--- config.mk ---
export PLATFORM = sky130hd
export DESIGN_NAME = axi_mem_tester
export DESIGN_NICKNAME = d
export VERILOG_FILES = /design/src/rtl/axi_mem_tester.sv
export SDC_FILE = /design/constraint.sdc
export NUM_CORES = 1
export LEC_CHECK = 0
export CAP_MARGIN = 5
export CORE_MARGIN = 3
export CORE_UTILIZATION = 40
export CTS_CLUSTER_DIAMETER = 120
export DETAILED_ROUTE_END_ITERATION = 8
export GPL_TIMING_DRIVEN = 0
export PLACE_DENSITY = 0.66
export SLEW_MARGIN = 25
export SYNTH_ARGS = -nofsm -noshare
export SYNTH_HDL_FRONTEND = slang
export SYNTH_SLANG_ARGS = --single-unit
--- constraint.sdc ---
create_clock -name ui_clk -period 9.8 [get_ports ui_clk]
set_input_delay 1.96 -clock ui_clk [delete_from_list [all_inputs] [get_ports ui_clk]]
set_output_delay 1.96 -clock ui_clk [all_outputs]
set_load 0.02 [all_outputs]
--- src/rtl/axi_mem_tester.sv ---
// axi_mem_tester: AXI4 write-then-readback pattern tester for a DDR user port.
// Writes NUM_BURSTS bursts of address^SEED data, reads them back, counts errors.
module axi_mem_tester #(
   parameter logic [29:0] BASE_ADDR  = 30'd0,
   parameter int          BURST_LEN  = 16,
   parameter int          NUM_BURSTS = 64,
   parameter logic [31:0] SEED       = 32'hA5A5A5A5
) (
   input  logic        ui_clk,
   input  logic        aresetn,
   input  logic        init_calib_complete,
   input  logic        start,
   output logic        busy,
   output logic        done,
   output logic        pass,
   output logic [15:0] err_count,
   output logic [3:0]  m_axi_awid,
   output logic [29:0] m_axi_awaddr,
   output logic [7:0]  m_axi_awlen,
   output logic [2:0]  m_axi_awsize,
   output logic [1:0]  m_axi_awburst,
   output logic        m_axi_awlock,
   output logic [3:0]  m_axi_awcache,
   output logic [2:0]  m_axi_awprot,
   output logic [3:0]  m_axi_awqos,
   output logic        m_axi_awvalid,
   input  logic        m_axi_awready,
   output logic [31:0] m_axi_wdata,
   output logic [3:0]  m_axi_wstrb,
   output logic        m_axi_wlast,
   output logic        m_axi_wvalid,
   input  logic        m_axi_wready,
   input  logic [1:0]  m_axi_bresp,
   input  logic        m_axi_bvalid,
   output logic        m_axi_bready,
   output logic [3:0]  m_axi_arid,
   output logic [29:0] m_axi_araddr,
   output logic [7:0]  m_axi_arlen,
   output logic [2:0]  m_axi_arsize,
   output logic [1:0]  m_axi_arburst,
   output logic        m_axi_arlock,
   output logic [3:0]  m_axi_arcache,
   output logic [2:0]  m_axi_arprot,
   output logic [3:0]  m_axi_arqos,
   output logic        m_axi_arvalid,
   input  logic        m_axi_arready,
   input  logic [31:0] m_axi_rdata,
   input  logic [1:0]  m_axi_rresp,
   input  logic        m_axi_rlast,
   input  logic        m_axi_rvalid,
   output logic        m_axi_rready
);

   localparam logic [29:0] STEP     = 30'(BURST_LEN * 4);
   localparam logic [7:0]  LAST_B   = 8'(BURST_LEN - 1);
   localparam logic [15:0] LAST_BST = 16'(NUM_BURSTS - 1);

   typedef enum logic [2:0] {
      IDLE, WAIT_CAL, WR_ADDR, WR_DATA,
      WR_RESP, RD_ADDR, RD_DATA, DONE
   } state_t;

   state_t      state;
   logic [29:0] addr;
   logic [29:0] beat_addr;
   logic [7:0]  beat;
   logic [15:0] burst_idx;
   logic [1:0]  r_errs;
   logic [15:0] err_rd;
   logic [31:0] exp_data;
   logic        last_beat;

   assign m_axi_awid    = 4'd0;
   assign m_axi_awlen   = LAST_B;
   assign m_axi_awsize  = 3'b010;
   assign m_axi_awburst = 2'b01;
   assign m_axi_awlock  = 1'b0;
   assign m_axi_awcache = 4'd0;
   assign m_axi_awprot  = 3'd0;
   assign m_axi_awqos   = 4'd0;
   assign m_axi_wstrb   = 4'hF;
   assign m_axi_arid    = 4'd0;
   assign m_axi_arlen   = LAST_B;
   assign m_axi_arsize  = 3'b010;
   assign m_axi_arburst = 2'b01;
   assign m_axi_arlock  = 1'b0;
   assign m_axi_arcache = 4'd0;
   assign m_axi_arprot  = 3'd0;
   assign m_axi_arqos   = 4'd0;
   assign m_axi_awaddr  = addr;
   assign m_axi_araddr  = addr;

   function automatic logic [15:0] sat_add(
      input logic [15:0] a,
      input logic [1:0]  b
   );
      logic [16:0] s;
      s = {1'b0, a} + {15'd0, b};
      return s[16] ? 16'hFFFF : s[15:0];
   endfunction

   assign exp_data  = {2'b00, beat_addr} ^ SEED;
   assign last_beat = (beat == LAST_B);

   // data/resp fault and rlast fault are counted independently
   always_comb begin
      r_errs = 2'd0;
      if ((m_axi_rdata != exp_data) || (m_axi_rresp != 2'b00))
         r_errs = r_errs + 2'd1;
      if (m_axi_rlast != last_beat)
         r_errs = r_errs + 2'd1;
   end

   assign err_rd = sat_add(err_count, r_errs);

   always_ff @(posedge ui_clk or negedge aresetn) begin
      if (!aresetn) begin
         state         <= IDLE;
         addr          <= BASE_ADDR;
         beat_addr     <= BASE_ADDR;
         beat          <= 8'd0;
         burst_idx     <= 16'd0;
         busy          <= 1'b0;
         done          <= 1'b0;
         pass          <= 1'b0;
         err_count     <= 16'd0;
         m_axi_awvalid <= 1'b0;
         m_axi_wvalid  <= 1'b0;
         m_axi_wlast   <= 1'b0;
         m_axi_wdata   <= 32'd0;
         m_axi_bready  <= 1'b0;
         m_axi_arvalid <= 1'b0;
         m_axi_rready  <= 1'b0;
      end else begin
         unique case (state)
            IDLE, DONE: begin
               if (start) begin
                  err_count <= 16'd0;
                  done      <= 1'b0;
                  pass      <= 1'b0;
                  busy      <= 1'b1;
                  burst_idx <= 16'd0;
                  addr      <= BASE_ADDR;
                  state     <= WAIT_CAL;
               end
            end
            WAIT_CAL: begin
               if (init_calib_complete) begin
                  m_axi_awvalid <= 1'b1;
                  state         <= WR_ADDR;
               end
            end
            WR_ADDR: begin
               if (m_axi_awready) begin
                  m_axi_awvalid <= 1'b0;
                  m_axi_wvalid  <= 1'b1;
                  m_axi_wdata   <= {2'b00, addr} ^ SEED;
                  m_axi_wlast   <= (BURST_LEN == 1);
                  beat_addr     <= addr;
                  beat          <= 8'd0;
                  state         <= WR_DATA;
               end
            end
            WR_DATA: begin
               if (m_axi_wready) begin
                  if (last_beat) begin
                     m_axi_wvalid <= 1'b0;
                     m_axi_wlast  <= 1'b0;
                     m_axi_bready <= 1'b1;
                     state        <= WR_RESP;
                  end else begin
                     beat        <= beat + 8'd1;
                     beat_addr   <= beat_addr + 30'd4;
                     m_axi_wdata <= {2'b00, beat_addr + 30'd4} ^ SEED;
                     m_axi_wlast <= ((beat + 8'd1) == LAST_B);
                  end
               end
            end
            WR_RESP: begin
               if (m_axi_bvalid) begin
                  m_axi_bready <= 1'b0;
                  if (m_axi_bresp != 2'b00)
                     err_count <= sat_add(err_count, 2'd1);
                  if (burst_idx == LAST_BST) begin
                     burst_idx     <= 16'd0;
                     addr          <= BASE_ADDR;
                     m_axi_arvalid <= 1'b1;
                     state         <= RD_ADDR;
                  end else begin
                     burst_idx     <= burst_idx + 16'd1;
                     addr          <= addr + STEP;
                     m_axi_awvalid <= 1'b1;
                     state         <= WR_ADDR;
                  end
               end
            end
            RD_ADDR: begin
               if (m_axi_arready) begin
                  m_axi_arvalid <= 1'b0;
                  m_axi_rready  <= 1'b1;
                  beat          <= 8'd0;
                  beat_addr     <= addr;
                  state         <= RD_DATA;
               end
            end
            RD_DATA: begin
               if (m_axi_rvalid) begin
                  err_count <= err_rd;
                  beat      <= beat + 8'd1;
                  beat_addr <= beat_addr + 30'd4;
                  if (last_beat) begin
                     m_axi_rready <= 1'b0;
                     if (burst_idx == LAST_BST) begin
                        busy  <= 1'b0;
                        done  <= 1'b1;
                        pass  <= (err_rd == 16'd0);
                        state <= DONE;
                     end else begin
                        burst_idx     <= burst_idx + 16'd1;
                        addr          <= addr + STEP;
                        m_axi_arvalid <= 1'b1;
                        state         <= RD_ADDR;
                     end
                  end
               end
            end
            default: state <= IDLE;
         endcase
      end
   end

endmodule

# Word level (Yosys, flattened, before mapping)
# Index checks and enable logic that the tools add are counted.
[totals]
reg_bits = 144
in_bits = 46
out_inout_bits = 179
word_cells = 167
[classes]
addsub = 7
eq_ne = 27
muxes = 88
n_bitwise = 3
n_reduce_logical = 26
[op_table]
columns = ["operator", "n"]
rows = [
  ["$mux 30", 11],
  ["$mux 16", 11],
  ["$pmux 30 s4", 1],
  ["$mux 32", 3],
  ["$pmux 16 s3", 2],
  ["$pmux 30 s3", 1],
  ["$pmux 32 s2", 1],
  ["$not 15->16", 3],
  ["$mux 8", 5],
  ["$ne 32x32->1", 1],
  ["$pmux 8 s4", 1],
  ["$add 30x3->30 const B", 1],
  ["$add 30x7->30 const B", 1],
  ["$mux 1", 30],
  ["$mux 3", 10],
  ["$ne 2x2->1 const B", 15],
  ["$pmux 3 s7", 1],
  ["$add 16x1->17 const B", 1],
  ["$add 16x2->17", 1],
  ["$add 16x1->16 const B", 1],
  ["$eq 16x6->1 const B", 1],
  ["$eq 8x4->1 const B", 2],
  ["$logic_not 16->1", 1],
  ["$reduce_and 4->1", 4],
  ["other kinds (20)", 42],
]

# Longest topological paths before layout
[depth]
depth_word = 13
depth_mapped = 15
mapped_depth_nobuf = 15

# Least setup slack after synthesis
# Ideal clock, no wire load.
[synth_path]
kind = "input port to flip-flop"
startpoint = "input m_axi_rdata[21]"
endpoint = "register pass"
setup_ps = 96
t_arrival_ps = 4765
t_required_ps = 9704
setup_slack_ps = 4939
path_stages = 15
n_path_buf = 0
cell_sequence = "xnor2_1 nor4_1 nand3_1 nor4_1 nand4_1 ha_1 ha_1 inv_1 fa_1 nor2b_1 nand2_1 o31a_1 nor3_1 o2111ai_1 o31ai_1"
[synth_via]
elab_chain_len = 12
[synth_lines]
columns = ["element", "line_no", "text"]
rows = [
  ["start: declaration", "47", "input logic [31:0] m_axi_rdata,"],
  ["$ne 32x32->1 (*)", "108", "if ((m_axi_rdata != exp_data) || (m_axi_rresp != 2'b00))"],
  ["$logic_or 1x1->1 (*)", "108", ""],
  ["$mux 1 (*)", "108", ""],
  ["$add 2x1->2", "111", "r_errs = r_errs + 2'd1;"],
  ["$mux 2 (*)", "110", "if (m_axi_rlast != last_beat)"],
  ["$add 16x2->17 (*)", "98", "s = {1'b0, a} + {15'd0, b};"],
  ["$mux 16 (*)", "99", "return s[16] ? 16'hFFFF : s[15:0];"],
  ["$logic_not 16->1 (*)", "216", "pass <= (err_rd == 16'd0);"],
  ["$mux 1 (*)", "213", "if (burst_idx == LAST_BST) begin"],
  ["$mux 1 (*)", "211", "if (last_beat) begin"],
  ["$mux 1 (*)", "207", "if (m_axi_rvalid) begin"],
  ["$pmux 1 s2 (*)", "135", "unique case (state)"],
  ["end signal: assignment", "216", ""],
  ["end: declaration", "15", "output logic pass,"],
]
# Mark *: on every way between the ends. The rest lies on a longest branch, timed or not. The select of a mux whose other input is x is not followed.
# A chain may end at the register's enable or synchronous reset.

# Worst setup path after layout
[layout_path]
startpoint = "input m_axi_rdata[21]"
endpoint = "register err_count[7]"
[layout_via]
elab_chain_len = 9
[layout_lines]
columns = ["element", "line_no", "text"]
rows = [
  ["$ne 32x32->1 (*)", "108", ""],
  ["$logic_or 1x1->1 (*)", "108", ""],
  ["$mux 1 (*)", "108", ""],
  ["$add 2x1->2", "111", ""],
  ["$mux 2 (*)", "110", ""],
  ["$add 16x2->17 (*)", "98", ""],
  ["$mux 16 (*)", "99", ""],
  ["$mux 16 (*)", "207", ""],
  ["$pmux 16 s3 (*)", "135", ""],
  ["end signal: assignment", "183", "err_count <= sat_add(err_count, 2'd1);"],
  ["end signal: assignment", "208", "err_count <= err_rd;"],
  ["end: declaration", "16", "output logic [15:0] err_count,"],
]
# Marks and branches as above.

==> impl_metrics.yaml <==
pwr:
  netSwitchingPower_w: 0.001251
  power_frac_seq: 0.282
  clkPwrFrac: 0.235
  combPwrFrac: 0.482
  ir_drop_mv: 0.1290
  p_sw_frac: 0.4598
  p_int_w: 0.001469
  leakagePower_nw: 5.211
  power_w: 0.002720
  powerDensity_nw_per_um2: 218.3
grt:
  grt_start_max_net_pins: 86
  grtUsageTotal: 0.2390
  grt_pass1_vias: 8795
  grt_pass1_wl_mm: 49.50
  grt_antenna_before_repair: 0
  grt_overflow: 0
logic_synthesis:
  synth_top_area_share: 0.3512
  synth_xor_area_frac: 0.08768
  ys_types: 86
  synth_top_family_by_area: "simple AND/OR/NAND/NOR gates"
  synthSimpleGateAreaFrac: 0.2424
  synth_async_sr_flop_share: 1.000
  synth.area.mux_share: 0.007490
  synth.most_common_cell: "dfrtp_1"
  synth_area_um2: 9689
  avgSynthCellArea_um2: 8.324
  synth.area.top_cells: "dfrtp_1, buf_4, xnor2_1, nand2_1, nor2_1"
  ys_ff_latch: 136
  ys.flop_type: "dfrtp_1"
  synthAdderAreaFrac: 0.01369
  synth-edff-count: 0
  synth-seq-area-share: 0.3512
  synth_compound_area_frac: 0.1716
  yosysWarnings: 0
  syn_inst: 1164
  yosys.area.top_type: "dfrtp_1"
  synth_top_cells_by_count: "dfrtp_1, nand2_1, buf_4"
clock_network:
  clock_sinks: 136
  cts.root.buffer_cell: "clkbuf_16"
  clkLatencyLatePin_ns: 0.44
  cts_resized: 0
  htreeDepth: 4
  cts_tree: "yes"
  postCtsHoldBufs: 0
  post-cts-setup-buffers: 0
  cts_buffer_depth: 2
  clkTransAtPathRegs_ns: 0.07
  cts_buffers: 17
run_status:
  outcome: "finished clean"
place:
  port_buffers: 149
  hpwl_mm: 23.16
  routabilityCongestion: 0.9212
worst_setup_path:
  r2r_start: "beat_addr[21]"
  cp-startpoint: "m_axi_rdata[21]"
  worstSetupEndpointType: "register"
  start_kind: "primary input"
  endpoint: "err_count[7]"
  ff2ff_path_depth: 15
  crit_slowest_cell: "fa_1"
  crit_chain: "clkdlybuf4s50_1 -> xnor2_1 -> nor4_1 -> nand3_1 -> nor4_1 -> nand4_1 -> ha_1 -> ha_1 -> inv_1 -> fa_1 -> nor2b_1 -> and2_0 -> nand2_1 -> a21oi_1 -> a211oi_1 -> a211oi_1"
  rrSetupSlack_ns: 5.44
  critical_path_arrival_ns: 6.17
  crit_fanout: 7
  worst_path_largest_cell_delay_ns: 0.45
  cp.required_ns: 10.14
  worst_r2r_endpoint: "err_count[7]"
  crit_type: "in2reg"
final_layout:
  fillers: 2265
  area_delta_synth_final_pct: 28.62
  drive_above_1_share: 0.1494
  fin_nets: 1462
  num_antenna_cells: 0
floorplan:
  io_pins: 225
  rows: 56
  die_area_um2: 26130
  die_h_um: 161.6
  initial_core_util: 0.4103
  core_um2: 23610
  die_w_um: 161.6
timing:
  finalHoldViolations: 0
  finalCritPeriodShare: 0.5943
  max-slew-margin-rel: 0.4397
  tightest_slew_ns: 0.8404
  setup-tns-final_ns: 0
  rsz0062_at_grt: "no"
  final.setup_skew_ns: 0.01300
  setup_viol: 0
  max_clock_freq_ghz: 0.1717
  slew_violations: 0
  period_minus_slack_ns: 5.825
routing:
  drcViolationCount: 0
  via_per_inst: 5.402
  drt_iter0_drc: 794
  firstDrtPassIters: 5
  drt.antenna.violating_nets: 0
  dr_total_vias: 9389
  wl_mm: 31.66
  routedWlPerCell_um: 18.22
hold_path:
  hold_path_class: "reg2reg"
run:
  cap_violations: 0
==> kinds of logic after synthesis <==
family	after synthesis
buffers and inverters	193
multiplexers	7
adder cells (fa/ha/maj)	10
other	2
AND/OR/NAND/NOR	457
XOR/XNOR	97
flip-flops	136
AO/OA/AOI/OAI	262
==> how the worst min path moves through the flow <==
| stage | startpoint | end | slack (ns) | cells after the start |
|---|---|---|---|---|
| floorplan | burst_idx[0] | burst_idx[0] | 0.49 | 1 |
| global placement | m_axi_wdata[31] | m_axi_wdata[31] | 0.45 | 1 |
| detailed placement | m_axi_wdata[31] | m_axi_wdata[31] | 0.45 | 1 |
| CTS | m_axi_wdata[31] | m_axi_wdata[31] | 0.47 | 1 |
| global route | m_axi_wdata[14] | m_axi_wdata[14] | 0.51 | 2 |
| finish | m_axi_wdata[31] | m_axi_wdata[31] | 0.47 | 1 |
==> layout make-up <==
class / instances / area [um^2] / area share
clock inverter: 15 / 150.1 / 0.01205
inverter: 18 / 67.56 / 0.005422
tap: 319 / 399.1 / 0.03203
multi-input combinational: 908 / 5348 / 0.4291
sequential: 136 / 3403 / 0.2731
buffer: 175 / 1145 / 0.09187
timing repair buffer: 150 / 1524 / 0.1223
clock buffer: 17 / 425.4 / 0.03414
==> cells in the final DEF, fill, tap and decap left out, types with 6 or more instances in the layout <==
master             n
a22o_1             8
or3_1             10
ha_1               9
o211ai_1           8
clkbuf_1          29
a21o_1            12
nor2b_1            9
dfrtp_1          136
nand3_1           54
nor4b_1            7
a31oi_1           19
conb_1            75
inv_6              6
buf_2             28
nand2_1          122
xor2_1            25
and3_1            18
nand4_1           18
o22ai_1           12
nand2b_1           6
o31ai_1            8
clkdlybuf4s50_1  148
nor2_1           106
nor3_1            38
buf_4            108
clkbuf_16         17
o21ai_1            7
o21ai_0           79
xnor2_1           72
inv_1             18
a21oi_1           59
nor4_1            22
==> state kept, by name, indices dropped and copies added, names as in the netlist <==
signal and cells:
m_axi_wdata 31, beat_addr 29, m_axi_araddr 24, burst_idx 16
err_count 16, beat 8, state 3, busy 1
done 1, m_axi_arvalid 1, m_axi_awvalid 1, m_axi_bready 1
m_axi_rready 1, m_axi_wlast 1, m_axi_wvalid 1, pass 1
==> per-layer routing <==
| layer | track usage | part of all wire |
|---|---|---|
| met2 | 0.3672 | 0.45 |
| met3 | 0.05796 | 0.088 |
| met5 | 0 | 0 |
| met1 | 0.3321 | 0.43 |
| met4 | 0.07871 | 0.023 |
==> power groups by stage <==
stage	Combinational, W	Clock, W	Sequential [W]
final	0.00131	0.000641	0.000768
after global routing	0.00142	0.000675	0.000780
after CTS	0.00130	0.000649	0.000764
after detailed placement	0.00129	0	0.000774
after global placement	0.00127	0	0.000774
after floorplan	0.000777	0	0.000812
==> metrics by stage <==
stage / util / std cells / setup WS (ns) / instance area (um^2) / hold slack (ns)
floorplan: - / 1237 / 4.939 / 9963 / 0.4863
global placement: 0.5020 / 1705 / 0.8970 / 11850 / 0.4515
detailed placement: 0.5034 / 1706 / 3.676 / 11890 / 0.4542
CTS: 0.5278 / 1738 / 4.115 / 12460 / 0.4732
global route: 0.5278 / 1738 / 3.570 / 12460 / 0.5111
finish: 0.5278 / 1738 / 3.975 / 12460 / 0.4670
==> critical path: cells and delay by family <==
family                   cells  cell delay (ns)
AO/OA/AOI/OAI                3             0.63
buffers and inverters        2             0.48
adder cells (fa/ha/maj)      3             1.00
XOR/XNOR                     1             0.14
AND/OR/NAND/NOR              7             1.96
Power figures use the tool's default switching activity.
